`src/rtl/fp_addsub_arb.sv`:
```
// Two-requester round-robin front end for a shared FP add/sub unit, one op in flight.
// Latency req->done is 3 cycles minimum; a requester waits (req held) until its done pulse.
module fp_addsub_arb #(
  parameter int TIMEOUT = 16
) (
  input  logic        clk,
  input  logic        n_rst,
  input  logic        req0,
  input  logic        req1,
  input  logic [31:0] op1_0,
  input  logic [31:0] op2_0,
  input  logic [31:0] op1_1,
  input  logic [31:0] op2_1,
  input  logic        mode_0,
  input  logic        mode_1,
  output logic        done0,
  output logic        done1,
  output logic [31:0] result,
  output logic        ovf,
  output logic        err,
  output logic        add_start,
  output logic [31:0] op1,
  output logic [31:0] op2,
  output logic        mode,
  input  logic [31:0] add_result,
  input  logic        add_done,
  input  logic        add_overflow
);

  localparam int CW = (TIMEOUT > 1) ? $clog2(TIMEOUT) : 1;
  localparam logic [CW-1:0] CNT_MAX = CW'(TIMEOUT - 1);

  typedef enum logic [1:0] {IDLE, ISSUE, WAIT, RESP} state_t;

  state_t        state_q;
  logic          gnt_q;
  logic          last_q;
  logic [CW-1:0] cnt_q;
  logic          done0_q, done1_q, add_start_q, ovf_q, err_q, mode_q;
  logic [31:0]   result_q, op1_q, op2_q;
  logic          gnt_d;

  // Contention goes to whoever was not served last; a lone requester always wins.
  assign gnt_d = (req0 && req1) ? ~last_q : req1;

  always_ff @(posedge clk or negedge n_rst) begin
    if (!n_rst) begin
      state_q     <= IDLE;
      gnt_q       <= 1'b0;
      last_q      <= 1'b1;
      cnt_q       <= '0;
      done0_q     <= 1'b0;
      done1_q     <= 1'b0;
      add_start_q <= 1'b0;
      result_q    <= '0;
      ovf_q       <= 1'b0;
      err_q       <= 1'b0;
      op1_q       <= '0;
      op2_q       <= '0;
      mode_q      <= 1'b0;
    end else begin
      add_start_q <= 1'b0;
      done0_q     <= 1'b0;
      done1_q     <= 1'b0;
      case (state_q)
        IDLE: begin
          if (req0 || req1) begin
            gnt_q       <= gnt_d;
            last_q      <= gnt_d;
            op1_q       <= gnt_d ? op1_1  : op1_0;
            op2_q       <= gnt_d ? op2_1  : op2_0;
            mode_q      <= gnt_d ? mode_1 : mode_0;
            add_start_q <= 1'b1;
            state_q     <= ISSUE;
          end
        end
        ISSUE: begin
          cnt_q   <= '0;
          state_q <= WAIT;
        end
        WAIT: begin
          // A completion arriving on the final timeout cycle still counts as success.
          if (add_done) begin
            result_q <= add_result;
            ovf_q    <= add_overflow;
            err_q    <= 1'b0;
            done0_q  <= ~gnt_q;
            done1_q  <= gnt_q;
            state_q  <= RESP;
          end else if (cnt_q == CNT_MAX) begin
            result_q <= '0;
            ovf_q    <= 1'b0;
            err_q    <= 1'b1;
            done0_q  <= ~gnt_q;
            done1_q  <= gnt_q;
            state_q  <= RESP;
          end else begin
            cnt_q <= cnt_q + 1'b1;
          end
        end
        RESP: begin
          state_q <= IDLE;
        end
        default: begin
          state_q <= IDLE;
        end
      endcase
    end
  end

  assign done0     = done0_q;
  assign done1     = done1_q;
  assign result    = result_q;
  assign ovf       = ovf_q;
  assign err       = err_q;
  assign add_start = add_start_q;
  assign op1       = op1_q;
  assign op2       = op2_q;
  assign mode      = mode_q;

endmodule

```
`config.mk`:
```
export PLATFORM = sky130hd
export DESIGN_NAME = fp_addsub_arb
export DESIGN_NICKNAME = d
export VERILOG_FILES = /design/src/rtl/fp_addsub_arb.sv
export SDC_FILE = /design/constraint.sdc
export NUM_CORES = 1
export LEC_CHECK = 0
export ABC_AREA = 0
export BUFFER_PORTS_ARGS = -buffer_cell sky130_fd_sc_hd__buf_2
export CAP_MARGIN = 20
export CORE_MARGIN = 8
export CORE_UTILIZATION = 44
export DETAILED_ROUTE_END_ITERATION = 12
export HOLD_SLACK_MARGIN = 0.06
export PLACE_DENSITY = 0.86
export SYNTH_ARGS = -nofsm -noshare
export SYNTH_HDL_FRONTEND = slang
export SYNTH_SLANG_ARGS = --single-unit
```
`constraint.sdc`:
```
create_clock -name clk -period 1.9 [get_ports clk]
set_input_delay 0.38 -clock clk [delete_from_list [all_inputs] [get_ports clk]]
set_output_delay 0.38 -clock clk [all_outputs]
set_load 0.1 [all_outputs]
```
==> results.tsv <==
stage	metric	value	unit
setup_path	cp-start-kind	flip-flop	
setup_path	slowest_delay	390	ps
finish	syn_to_final_growth	34.1	%
timing	tns	0	ps
synthesis	syn_area	0.00483	mm^2
synthesis	yosysMostFrequentCell	dfrtp_1	
routing	avgRoutedWirePerCell	16.8	um
setup_path	rr_endpoint	state_q[1]	
job	cap_violations	0	
timing	fin_crit	1670	ps
synthesis	async_flop_share	100	%
floorplan	coreArea	0.0108	mm^2
routing	ant_nets	0	
setup_path	worstRegToRegCells	5	
setup_path	r2r_start	state_q[0]	
setup_path	cp_top_family	flip-flops	
synthesis	yosys.area.top_type	dfrtp_1	
cts	clk_pin_slew_worst_paths	100	ps
routing	drt-initial-drc-count	194	
synthesis	synth_xor_xnor_area_share	0	%
floorplan	initial_core_util	44.8	%
cts	numCtsBuffers	9	
routing	drt_wl_total	13800	um
cts	clkSinkCount	110	
cts	ctsLongestPathBuffers	2	
floorplan	rows	38	
global_routing	first_global_vias	4423	
setup_path	path_class	reg -> reg	
setup_path	path_cells	inv_1 -> ha_1 -> nor2b_1 -> a22oi_1 -> mux2_2	
run_status	outcome	complete, no violations	
timing	hold_viol	0	
synthesis	yosysSeqAreaShare	57.0	%
cts	clk_latency	360	ps
setup_path	worstPathArrival	1920	ps
cts	cts_tree	built	
routing	vias_per_cell	5.04	
setup_path	cp-end-kind	flip-flop	
synthesis	avgSynthCellArea	11.6	um^2
synthesis	synthMuxAreaShare	13.7	%
worst_hold_path	hold_depth	2	
synthesis	synth_edf_count	0	
placement	place_inst	803	
setup_path	worst-path-buf-inv	1	
synthesis	synth-compound-area-share	15.3	%
cts	ctsResizeCount	0	
timing	setup-violations-final	0	
timing	worst_pin_slew	527	ps
placement	gp_congestion	0.772	
placement	dp_hpwl	11000	um
setup_path	critical_path.max_fanout	10	
global_routing	grtUsageMet3	6.20	%
setup_path	cp.depth	5	
timing	rsz0062_at_grt	false	
synthesis	synthDominantCellAreaShare	56.5	%
timing	fmax	601	MHz
setup_path	required	2160	ps
worst_hold_path	hold_class	in -> reg	
synthesis	ys_warn_count	0	
global_routing	grt_max_degree	87	
global_routing	grt_pass1_wl	22000	um
synthesis	synth_fp_nets	588	
synthesis	synthTopCellsByArea	dfrtp_1 56%, mux2i_1 13%, o21ai_0 6.0%	
timing	maxSlewViolCount	0	
global_routing	met1_usage	20.3	%
synthesis	yosysUniqueCellTypes	34	
global_routing	overflow	0	
cts	h-tree-depth	3	
placement	portBuffers	269	
floorplan	fp.dieW	121	um
cts	ctsRootBufferMaster	clkbuf_8	
global_routing	track_usage	18.6	%
timing	skew	15.8	ps
routing	drc	0	
setup_path	slowest_stage	dfrtp_1	
synthesis	synthTopCellsByCount	109 x dfrtp_1, 68 x nand2_1, 65 x mux2i_1	
finish	stdcell_count	820	
timing	finalCritPeriodShare	87.6	%
floorplan	die_area	0.0146	mm^2
synthesis	synth_seq_cells	110	
worst_hold_path	hp-start	add_result[10]	
finish	final_nets	847	
floorplan	die-height	121	um
synthesis	synth_cells	416	
synthesis	yosys.area_share.simple	6.84	%
synthesis	synthFlopType	dfrtp_1	
synthesis	synthAdderAreaFrac	1.04	%
routing	num_vias	4136	
setup_path	rrSetupSlack	230	ps
routing	drtPass1Iterations	4	
worst_hold_path	worstHoldEndpoint	result[10]	
global_routing	met2_usage	33.2	%
finish	layout-drive-gt1-share	43.7	%
finish	antenna_cells	0	
timing	relSlewSlack	65.1	%
global_routing	top_usage_layer	met2	
floorplan	pin_count	270	
global_routing	antenna_found_initial	1	
synthesis	synth_top_family_by_area	compound AO/OA/AOI/OAI gates	
## what timing repair did
action | 4_1_cts | 5_1_grt
hold buffers | 1 | 0
endpoints found under the hold margin | 28 | 0
setup buffers | 0 | 0
## state kept, by name, summed over array words and instances (netlist names)
name and cells:
last_q 1, cnt_q 4, op2 32, err 1, op1 32, gnt_q 1
ovf 1, done0 1, mode 1, add_start 1, done1 1, result 32
state_q 2
## how the worst max path moves through the flow
stage,startpoint,to,slack [ps]
after global placement,state_q[0],state_q[1],310
after CTS,state_q[0],state_q[1],240
after detailed placement,state_q[0],state_q[1],250
final,state_q[0],state_q[1],230
after global routing,cnt_q[0],result[24],140
after floorplan,state_q[0],state_q[1],360
## per-stage QoR
step                      setup WS, ps  utilization [%]  hold WS, ps  instance area [um^2]
after floorplan                    356                -         84.4                  4830
after global routing               140             60.0          204                  6480
after CTS                          238             60.0          201                  6480
final                              235             60.0          226                  6480
after detailed placement           255             58.1          350                  6270
after global placement             313             58.1          339                  6270
## cell type report
class	count	area (um^2)
multi-input cells	267	1800
fillers	925	4320
repair buffers	279	1530
inverters	8	30.0
clock buffers	11	131
flip-flops and latches	110	2750
well taps	140	175
clock inverters	5	63.8
## cell families after synthesis
family | count (synthesis)
flip-flops | 110
AND/OR/NAND/NOR | 82
multiplexers | 66
AO/OA/AOI/OAI | 115
adder cells (fa/ha/maj) | 4
buffers and inverters | 39
## placed cells by master, fill, tap and decap left out
cell,synthesis,layout
a21oi_1,5,5
mux2_2,1,1
inv_6,0,2
o21ai_4,1,2
bufinv_16,0,1
buf_4,4,2
dfrtp_1,109,109
nor2_1,4,4
clkinv_2,0,1
o31ai_1,1,1
o211ai_1,2,2
inv_8,0,1
o22a_1,1,1
clkbuf_1,5,2
and2_1,1,1
o21ai_0,58,57
nor2b_1,1,1
nand4b_1,1,1
buf_12,0,8
a211oi_1,2,2
o21ai_1,8,8
inv_1,8,8
nand2b_1,2,2
ha_1,4,4
mux2i_1,65,65
dfstp_2,1,1
and3_1,1,1
nand3_1,2,2
nor3_1,2,2
buf_2,5,268
o22ai_1,1,1
a31oi_1,1,1
nand2_1,68,68
dlygate4sd3_1,0,1
a21bo_4,0,1
a22oi_1,1,1
clkbuf_8,0,9
a22o_1,33,33
## routing by layer
metal | vias to the layer above | part of all wire [%]
met1 | 1978 | 37
met2 | 158 | 53
met3 | 20 | 8.3
met5 | - | 0.10
met4 | 2 | 1.9
li1 | 1978 | -
Power is not shown: default switching activity piles up to over one toggle a cycle in this logic, so the estimate is an artifact.
